File: src/rtl/led_pattern_gen.sv
`default_nettype none
// +----------------------------------------------------------------------------+
// | led_pattern_gen: debounced-button mode select over COUNT/SCAN/BREATHE LEDs |
// | Revision: 1.0                                                              |
// +----------------------------------------------------------------------------+
module led_pattern_gen #(
   parameter int LEDS_NR    = 6,
   parameter int PRESCALE_W = 20,
   parameter int DEBOUNCE_W = 16,
   parameter int PWM_W      = 8,
   parameter bit INV_BTN    = 1'b1
) (
   input  logic               clk,
   input  logic               rst_n,
   input  logic               key_i,
   input  logic               en_i,
   output logic [LEDS_NR-1:0] led,
   output logic [1:0]         mode_o
);

   localparam int                 POS_W     = $clog2(LEDS_NR);
   localparam logic [POS_W-1:0]   c_POS_MAX = POS_W'(LEDS_NR - 1);
   localparam logic [PWM_W-1:0]   c_DUTY_MAX = '1;
   localparam logic [LEDS_NR-1:0] c_ONE     = LEDS_NR'(1);

   typedef enum logic [1:0] {
      MODE_COUNT   = 2'd0,
      MODE_SCAN    = 2'd1,
      MODE_BREATHE = 2'd2,
      MODE_RSVD    = 2'd3
   } mode_t;

   logic                  r_key_meta;
   logic                  r_key_sync;
   logic                  w_key_s;
   logic                  r_stable;
   logic                  r_stable_d;
   logic [DEBOUNCE_W-1:0] r_dcnt;
   logic                  w_press;

   logic [PRESCALE_W-1:0] r_pre;
   logic                  w_tick;
   logic                  w_step;

   mode_t                 r_mode;
   mode_t                 w_mode_nxt;

   logic [LEDS_NR-1:0]    r_cnt;
   logic [POS_W-1:0]      r_pos;
   logic                  r_scan_dn;
   logic [PWM_W-1:0]      r_pwm;
   logic [PWM_W-1:0]      r_duty;
   logic                  r_duty_dn;
   logic [LEDS_NR-1:0]    w_led_nxt;

   // Key synchronizer and debounce
   always_ff @(posedge clk or negedge rst_n) begin
      if (!rst_n) begin
         r_key_meta <= 1'b0;
         r_key_sync <= 1'b0;
      end else begin
         r_key_meta <= key_i;
         r_key_sync <= r_key_meta;
      end
   end

   assign w_key_s = r_key_sync ^ INV_BTN;

   always_ff @(posedge clk or negedge rst_n) begin
      if (!rst_n) begin
         r_stable   <= 1'b0;
         r_stable_d <= 1'b0;
         r_dcnt     <= '0;
      end else begin
         r_stable_d <= r_stable;
         if (w_key_s == r_stable) begin
            r_dcnt <= '0;
         end else if (&r_dcnt) begin
            r_stable <= w_key_s;
            r_dcnt   <= '0;
         end else begin
            r_dcnt <= r_dcnt + DEBOUNCE_W'(1);
         end
      end
   end

   // Press fires only on the rising edge of the debounced level
   assign w_press = r_stable & ~r_stable_d;

   always_ff @(posedge clk or negedge rst_n) begin
      if (!rst_n) begin
         r_pre <= '0;
      end else if (en_i) begin
         r_pre <= r_pre + PRESCALE_W'(1);
      end
   end

   assign w_tick = en_i & (&r_pre);
   assign w_step = w_tick & ~w_press;

   // Mode state machine
   always_ff @(posedge clk or negedge rst_n) begin
      if (!rst_n) begin
         r_mode <= MODE_COUNT;
      end else begin
         r_mode <= w_mode_nxt;
      end
   end

   always_comb begin
      w_mode_nxt = r_mode;
      if (w_press) begin
         case (r_mode)
            MODE_COUNT: w_mode_nxt = MODE_SCAN;
            MODE_SCAN:  w_mode_nxt = MODE_BREATHE;
            default:    w_mode_nxt = MODE_COUNT;
         endcase
      end
   end

   assign mode_o = r_mode;

   always_ff @(posedge clk or negedge rst_n) begin
      if (!rst_n) begin
         r_cnt <= '0;
      end else if (w_press) begin
         r_cnt <= '0;
      end else if (w_step && (r_mode == MODE_COUNT)) begin
         r_cnt <= r_cnt + LEDS_NR'(1);
      end
   end

   // Bounce: each end position is visited once before reversing
   always_ff @(posedge clk or negedge rst_n) begin
      if (!rst_n) begin
         r_pos     <= '0;
         r_scan_dn <= 1'b0;
      end else if (w_press) begin
         r_pos     <= '0;
         r_scan_dn <= 1'b0;
      end else if (w_step && (r_mode == MODE_SCAN)) begin
         if (!r_scan_dn) begin
            if (r_pos == c_POS_MAX) begin
               r_pos     <= r_pos - POS_W'(1);
               r_scan_dn <= 1'b1;
            end else begin
               r_pos <= r_pos + POS_W'(1);
            end
         end else begin
            if (r_pos == '0) begin
               r_pos     <= r_pos + POS_W'(1);
               r_scan_dn <= 1'b0;
            end else begin
               r_pos <= r_pos - POS_W'(1);
            end
         end
      end
   end

   always_ff @(posedge clk or negedge rst_n) begin
      if (!rst_n) begin
         r_pwm <= '0;
      end else begin
         r_pwm <= r_pwm + PWM_W'(1);
      end
   end

   always_ff @(posedge clk or negedge rst_n) begin
      if (!rst_n) begin
         r_duty    <= '0;
         r_duty_dn <= 1'b0;
      end else if (w_press) begin
         r_duty    <= '0;
         r_duty_dn <= 1'b0;
      end else if (w_step && (r_mode == MODE_BREATHE)) begin
         if (!r_duty_dn) begin
            if (r_duty == c_DUTY_MAX) begin
               r_duty    <= r_duty - PWM_W'(1);
               r_duty_dn <= 1'b1;
            end else begin
               r_duty <= r_duty + PWM_W'(1);
            end
         end else begin
            if (r_duty == '0) begin
               r_duty    <= r_duty + PWM_W'(1);
               r_duty_dn <= 1'b0;
            end else begin
               r_duty <= r_duty - PWM_W'(1);
            end
         end
      end
   end

   always_comb begin
      w_led_nxt = '0;
      case (r_mode)
         MODE_COUNT:   w_led_nxt = r_cnt;
         MODE_SCAN:    w_led_nxt = c_ONE << r_pos;
         MODE_BREATHE: w_led_nxt = {LEDS_NR{(r_pwm < r_duty)}};
         default:      w_led_nxt = '0;
      endcase
   end

   always_ff @(posedge clk or negedge rst_n) begin
      if (!rst_n) begin
         led <= '0;
      end else begin
         led <= w_led_nxt;
      end
   end

endmodule
`default_nettype wire

File: config.mk
export PLATFORM = sky130hd
export DESIGN_NAME = led_pattern_gen
export DESIGN_NICKNAME = d
export VERILOG_FILES = /design/src/rtl/led_pattern_gen.sv
export SDC_FILE = /design/constraint.sdc
export NUM_CORES = 1
export LEC_CHECK = 0
export BUFFER_PORTS_ARGS = -buffer_cell sky130_fd_sc_hd__buf_2
export CELL_PAD_IN_SITES_DETAIL_PLACEMENT = 1
export CELL_PAD_IN_SITES_GLOBAL_PLACEMENT = 2
export CORE_MARGIN = 1.5
export CORE_UTILIZATION = 35
export CTS_CLUSTER_SIZE = 14
export DETAILED_ROUTE_END_ITERATION = 6
export GPL_TIMING_DRIVEN = 1
export PLACE_DENSITY_LB_ADDON = 0.1
export SLEW_MARGIN = 20
export SYNTH_ARGS = -nofsm -noshare
export SYNTH_HDL_FRONTEND = slang
export SYNTH_SLANG_ARGS = --single-unit
File: constraint.sdc
create_clock -name clk -period 3.98 [get_ports clk]
set_clock_uncertainty 0.05 [all_clocks]
set_input_delay 0.796 -clock clk [delete_from_list [all_inputs] [get_ports clk]]
set_output_delay 0.796 -clock clk [all_outputs]
set_load 0.01 [all_outputs]
==> impl_metrics.env, run 1 <==
export IMPL_outcome="finished, final reports clean"
export IMPL_cp_num_cells=5
export IMPL_setup_tns_ns=0
export IMPL_gp_congestion=0.737
export IMPL_syn_area_per_cell_um2=9.74
export IMPL_portBuffers=11
export IMPL_synth_seq_cells=75
export IMPL_yosysWarnings=0
export IMPL_rows=38
export IMPL_p_leak_nw=2.02
export IMPL_cpLargestDelayFamily="simple AND/OR/NAND/NOR gates"
export IMPL_placedCellCount=544
export IMPL_floorplan_die_area_um2=11800
export IMPL_timing_hold_worst_class="input pin to asynchronous set/reset pin"
export IMPL_syn_nets=426
export IMPL_final_period_utilization_pct=62.2
export IMPL_slew_headroom_pct=45.2
export IMPL_cts_buffers_inserted=9
export IMPL_drt_vias_per_instance=5.18
export IMPL_r2r_start="r_stable"
export IMPL_antenna_cells=0
export IMPL_syn_to_final_growth_pct=10.5
export IMPL_drv_slew=0
export IMPL_crit_path_max_fanout=21
export IMPL_internal_power_mw=1.16
export IMPL_cp_arrival_ns=2.70
export IMPL_postCtsSetupBuffers=0
export IMPL_cp_required_ns=4.21
export IMPL_clockBufferDepth=2
export IMPL_die_h_um=109
export IMPL_ff_latch_area_um2=1880
export IMPL_antenna_left=0
export IMPL_synthArstFlopShare_pct=100
export IMPL_fillers=1234
export IMPL_synth_area_um2=3920
export IMPL_reg2reg_depth=5
export IMPL_cp_end_kind="flop"
export IMPL_hpwl_um=5820
export IMPL_fmax_ghz=0.404
export IMPL_combPwrFrac_pct=5.6
export IMPL_power_switching_mw=0.377
export IMPL_ys_flop_type="dfrtp_1"
export IMPL_final_common_cell="dfrtp_1"
export IMPL_clock_sinks=75
export IMPL_io_pins=12
export IMPL_worstPathCellList="nand2b_1 -> nand3_1 -> or4_4 -> a21oi_1 -> mux2i_1"
export IMPL_r2r_setup_slack_ns=1.51
export IMPL_crit_end="r_duty[2]"
export IMPL_grt_use_total_pct=16.2
export IMPL_finalSetupViolations=0
export IMPL_crit_buf_inv=0
export IMPL_synth_distinct_cells=48
export IMPL_ir_worst_vdd_mv=0.163
export IMPL_multi_input_area_um2=1930
export IMPL_cts_tree="done"
export IMPL_p_per_area_nw_per_um2=356
export IMPL_cts_resized=0
export IMPL_path_clk_slew_ns=0.08
export IMPL_critical_path_class="flop to flop"
export IMPL_clk_latency_ns=0.36
export IMPL_synth_edf_count=0
export IMPL_vias=2901
export IMPL_grt_pass1_vias=3025
export IMPL_overflow=0
export IMPL_core_um2=10900
export IMPL_drt_iter0_markers=74
export IMPL_tightest_slew_ns=0.822
export IMPL_wl_per_cell_um=15.0
export IMPL_hold_violations=0
export IMPL_cp_start_kind="flop"
export IMPL_cts_root_buf="clkbuf_8"
export IMPL_crit_path_top_delay_cell="or4_4"
export IMPL_htreeDepth=3
export IMPL_swShare_pct=24.5
export IMPL_fp_dieW_um=109
export IMPL_seqPwrFrac_pct=54.5
export IMPL_grt_max_degree=76
export IMPL_rsz0062_at_grt="false"
export IMPL_post_route_min_period_ns=2.47
export IMPL_cts_hold_buf=0
export IMPL_initial_core_util_pct=36.0
export IMPL_crit_start="r_stable"
export IMPL_drive_above_1_share_pct=8.81
export IMPL_max_stage_delay_ns=0.66
export IMPL_first_pass_iters=4
export IMPL_layout_common_cells="75 x dfrtp_1, 43 x nand3_1, 40 x nand2_1"
export IMPL_max_cap_violations=0
export IMPL_drcViolationCount=0
export IMPL_final_cell_count_no_fill=560
export IMPL_clkPwrFrac_pct=39.9
export IMPL_synthCells=402
export IMPL_grt_pass1_wl_um=14900
export IMPL_final_nets=440
export IMPL_reg2reg_to="r_duty[2]"
export IMPL_antenna_found_initial=0
export IMPL_seq_area_frac_synth_pct=47.9
export IMPL_wl_um=8420
==> area by class of cell <==
type	instances	area share, %
Sequential cell	75	43.4
Inverter	18	1.56
Tap cell	140	4.05
Multi-Input combinational cell	300	44.6
Timing Repair Buffer	12	1.97
Clock inverter	2	0.810
Clock buffer	13	3.67
==> power by group through the flow <==
| stage | logic, mW | registers (mW) | clock network [mW] |
|---|---|---|---|
| final | 0.0869 | 0.839 | 0.614 |
| after global routing | 0.104 | 0.846 | 0.668 |
| after CTS | 0.0881 | 0.839 | 0.639 |
| after detailed placement | 0.0878 | 0.854 | 0 |
| after global placement | 0.0851 | 0.852 | 0 |
| after floorplan | 0.0594 | 0.846 | 0 |
==> cells in the mapped netlist, types with 3 or more instances <==
| library cell | instances | area share, % |
|---|---|---|
| nor3_1 | 7 | 0.89 |
| clkbuf_1 | 6 | 0.58 |
| inv_1 | 18 | 1.7 |
| ha_1 | 20 | 6.4 |
| o211ai_1 | 4 | 0.77 |
| xor2_1 | 20 | 4.5 |
| dfrtp_1 | 75 | 48 |
| nand2b_1 | 9 | 1.4 |
| mux2i_1 | 7 | 1.8 |
| nor4_1 | 5 | 0.80 |
| nand3_1 | 43 | 5.5 |
| a21oi_1 | 11 | 1.4 |
| nor2_1 | 39 | 3.7 |
| o21ai_0 | 13 | 1.7 |
| xnor2_1 | 22 | 4.9 |
| nand2_1 | 40 | 3.8 |
| and4_1 | 3 | 0.67 |
| nand4_1 | 15 | 2.4 |
| and3_1 | 7 | 1.1 |
| nor2b_1 | 3 | 0.48 |
==> flip-flops by register name (all words and copies together), names as in the netlist <==
signal and cells:
r_stable 1, r_dcnt 16, r_stable_d 1, r_key_meta 1, r_pre 20, r_duty_dn 1, mode_o 2, r_cnt 6
r_pwm 8, r_duty 8, r_scan_dn 1, r_pos 3, led 6, r_key_sync 1
==> metrics by stage <==
step / utilization, % / setup WS [ns] / hold slack, ns / total power [mW] / area, um2
after floorplan: - / 1.66 / 0.281 / 0.905 / 3920
after global routing: 39.7 / 1.33 / 0.303 / 1.62 / 4330
final: 39.7 / 1.51 / 0.295 / 1.54 / 4330
after CTS: 39.5 / 1.44 / 0.304 / 1.57 / 4300
after global placement: 37.7 / 1.47 / 0.287 / 0.937 / 4110
after detailed placement: 37.7 / 1.40 / 0.286 / 0.942 / 4110
==> worst register-to-register path, cell delays in order, from the launching register on <==
cell,delay [ns]
dfrtp_1,0.42
nand2b_1,0.60
nand3_1,0.25
or4_4,0.66
a21oi_1,0.19
mux2i_1,0.22
==> cell families (layout without fill, tap and decap cells) <==
logic type | count (synthesis) | after routing | share of synthesized area, %
compound gates | 46 | 46 | 7.73
simple gates | 184 | 184 | 23.6
xor+xnor | 42 | 42 | 9.40
flops | 75 | 75 | 47.9
fa+ha+maj | 20 | 20 | 6.39
buf+inv | 27 | 45 | 2.81
mux | 8 | 8 | 2.08
==> worst min-delay path by stage <==
stage	startpoint	endpoint	slack [ns]
3_5_place_dp	r_key_meta	r_key_sync	0.29
6_report	rst_n	led[2]	0.30
5_1_grt	rst_n	led[2]	0.30
2_1_floorplan	r_key_meta	r_key_sync	0.28
3_3_place_gp	r_key_meta	r_key_sync	0.29
4_1_cts	r_key_meta	r_key_sync	0.30
==> metal layers <==
metal / vias up / track usage [%] / wire length [um]
li1: 1423 / - / -
met1: 1447 / 21.9 / 4210
met2: 19 / 25.2 / 3900
met3: 12 / 3.23 / 156
met4: 0 / 7.05 / 161
met5: - / 0 / 0
Note: power is estimated with default switching activity, not from simulation.
==> run 2, diff against run 1 <==
clock period = 2.3 ns   (was 3.98 ns; I/O delays follow)
==> run 2 against run 1 <==
Effect of this change:
- combinational power grew 77%
- core utilization grew 0.90 points
- wire length grew 0.12%
- first-iteration DRC count shrank 23%
- fmax grew 18%
- clock power grew 74%
- sequential share of layout area shrank 0.96 points
- total power grew 74%
- design area grew 2.3%
- register-to-register slack lost 1.3 ns
- non-clock buffer count grew 12
- sequential power grew 74%
- critical path type unchanged
==> impl_metrics.env, run 2 (synthesis results as in run 1) <==
export IMPL_outcome="finished, final reports clean"
export IMPL_cp_required_ns=2.52
export IMPL_critical_path_class="flop to flop"
export IMPL_floorplan_die_area_um2=11800
export IMPL_routed_wl_met2_um=3920
export IMPL_post_route_min_period_ns=2.09
export IMPL_final_nets=452
export IMPL_initial_core_util_pct=36.0
export IMPL_cp_arrival_ns=2.31
export IMPL_syn_to_final_growth_pct=13.0
export IMPL_antenna_cells=0
export IMPL_grt_max_degree=41
export IMPL_combPwrFrac_pct=5.8
export IMPL_hpwl_um=6160
export IMPL_crit_buf_inv=0
export IMPL_clkPwrFrac_pct=40.0
export IMPL_grt_pass1_wl_um=15000
export IMPL_path_clk_slew_ns=0.09
export IMPL_top_layer="met4"
export IMPL_max_stage_delay_ns=0.63
export IMPL_drcViolationCount=0
export IMPL_hold_violations=0
export IMPL_core_um2=10900
export IMPL_drt_vias_per_instance=5.06
export IMPL_internal_power_mw=2.00
export IMPL_wirelength_met1_um=4270
export IMPL_worst_slack_ns=0.210
export IMPL_max_cap_violations=0
export IMPL_first_pass_iters=4
export IMPL_slew_headroom_pct=59.8
export IMPL_antenna_left=0
export IMPL_finalSetupViolations=0
export IMPL_reg2reg_depth=6
export IMPL_cpLargestDelayFamily="simple AND/OR/NAND/NOR gates"
export IMPL_r2r_start="r_pre[0]"
export IMPL_wl_met3_um=157
export IMPL_drive_above_1_share_pct=12.0
export IMPL_final_period_utilization_pct=90.9
export IMPL_io_pins=12
export IMPL_top_register="r_pre"
export IMPL_cts_hold_buf=0
export IMPL_portBuffers=11
export IMPL_reg_top3="r_pre (20), r_dcnt (16)"
export IMPL_htreeDepth=3
export IMPL_postCtsSetupBuffers=0
export IMPL_timing_hold_worst_class="input pin to asynchronous set/reset pin"
export IMPL_drt_iter0_markers=57
export IMPL_cp_start_kind="flop"
export IMPL_reg2reg_to="r_duty[4]"
export IMPL_grt_pass1_vias=3085
export IMPL_clockBufferDepth=2
export IMPL_gp_congestion=0.753
export IMPL_p_leak_nw=2.07
export IMPL_dp_slack_ns=0.158
export IMPL_antenna_found_initial=0
export IMPL_r2r_setup_slack_ns=0.21
export IMPL_swShare_pct=25.5
export IMPL_power_switching_mw=0.683
export IMPL_fmax_ghz=0.479
export IMPL_grt_use_total_pct=16.3
export IMPL_wl_per_cell_um=14.7
export IMPL_cp_end_kind="flop"
export IMPL_fin_util_pct=40.6
export IMPL_vias=2901
export IMPL_wl_um=8430
export IMPL_layout_common_cells="75 x dfrtp_1, 43 x nand3_1, 40 x nand2_1"
export IMPL_clk_latency_ns=0.35
export IMPL_cts_root_buf="clkbuf_8"
export IMPL_cts_tree="done"
export IMPL_crit_path_top_delay_cell="or4_4"
export IMPL_rows=38
export IMPL_overflow=0
export IMPL_cts_buffers_inserted=9
export IMPL_rsz0062_at_grt="false"
export IMPL_tightest_slew_ns=0.598
export IMPL_largest_reg_flops=20
export IMPL_clock_sinks=75
export IMPL_crit_path_max_fanout=8
export IMPL_p_per_area_nw_per_um2=606
export IMPL_seqPwrFrac_pct=54.3
export IMPL_die_h_um=109
export IMPL_worstPathCellList="ha_1 -> nand3_2 -> or2_0 -> or4_4 -> a211oi_2 -> mux2i_1"
export IMPL_setup_tns_ns=0
export IMPL_fp_dieW_um=109
export IMPL_drv_slew=0
export IMPL_finalPower_mw=2.68
export IMPL_final_common_cell="dfrtp_1"
export IMPL_ir_worst_vdd_mv=0.283
export IMPL_cts_resized=0
## run 2: changes by cell type in the layout (fill, tap and decap cells not counted)
| cell | delta |
|---|---|
| buf_12 | +1 |
| buf_16 | -1 |
| buf_4 | +12 |
| clkbuf_1 | -2 |
| clkbuf_8 | -1 |
| clkinv_2 | -1 |
| clkinv_4 | +1 |
| clkinvlp_4 | +2 |
| inv_6 | +2 |
## run 2: layout make-up
class	count	area [um2]
clock buffers	10	138
clock inverters	6	71.3
fillers	1246	6460
inverters	18	67.6
multi-input cells	300	1930
flip-flops and latches	75	1880
well taps	140	175
repair buffers	24	168
## run 2: worst reg2reg max path, stage by stage, from the launching register on
cell      delay, ns
dfrtp_1        0.39
ha_1           0.21
nand3_2        0.08
or2_0          0.23
or4_4          0.63
a211oi_2       0.20
mux2i_1        0.21
## run 2: worst max-delay path by stage
| stage | startpoint | endpoint | cells past startpoint |
|---|---|---|---|
| 6_report | r_pre[0] | r_duty[4] | 6 |
| 5_1_grt | r_pre[0] | r_duty[5] | 6 |
| 4_1_cts | r_pre[0] | r_duty[4] | 6 |
| 3_5_place_dp | en_i | r_duty[4] | 6 |
| 3_3_place_gp | en_i | r_duty[4] | 6 |
| 2_1_floorplan | r_pre[0] | r_duty[4] | 8 |
## run 2: power by group through the flow
stage,clock [mW],sequential [mW],combinational [mW]
after floorplan,0,1.46,0.103
after detailed placement,0,1.48,0.161
after CTS,1.13,1.45,0.163
after global placement,0,1.47,0.154
after global routing,1.20,1.46,0.185
final,1.07,1.46,0.154
## run 2: per-stage QoR
stage / hold WS (ns) / cell area, um2 / std cells
3_3_place_gp: 0.282 / 4220 / 557
5_1_grt: 0.0682 / 4420 / 573
3_5_place_dp: 0.300 / 4220 / 557
2_1_floorplan: 0.114 / 3920 / 402
6_report: 0.0533 / 4420 / 573
4_1_cts: 0.0562 / 4420 / 573
## run 2: per-layer routing
metal / up-vias / GRT usage (%)
li1: 1449 / -
met1: 1425 / 21.9
met2: 19 / 26.3
met3: 8 / 3.59
met4: 0 / 4.70
met5: - / 0
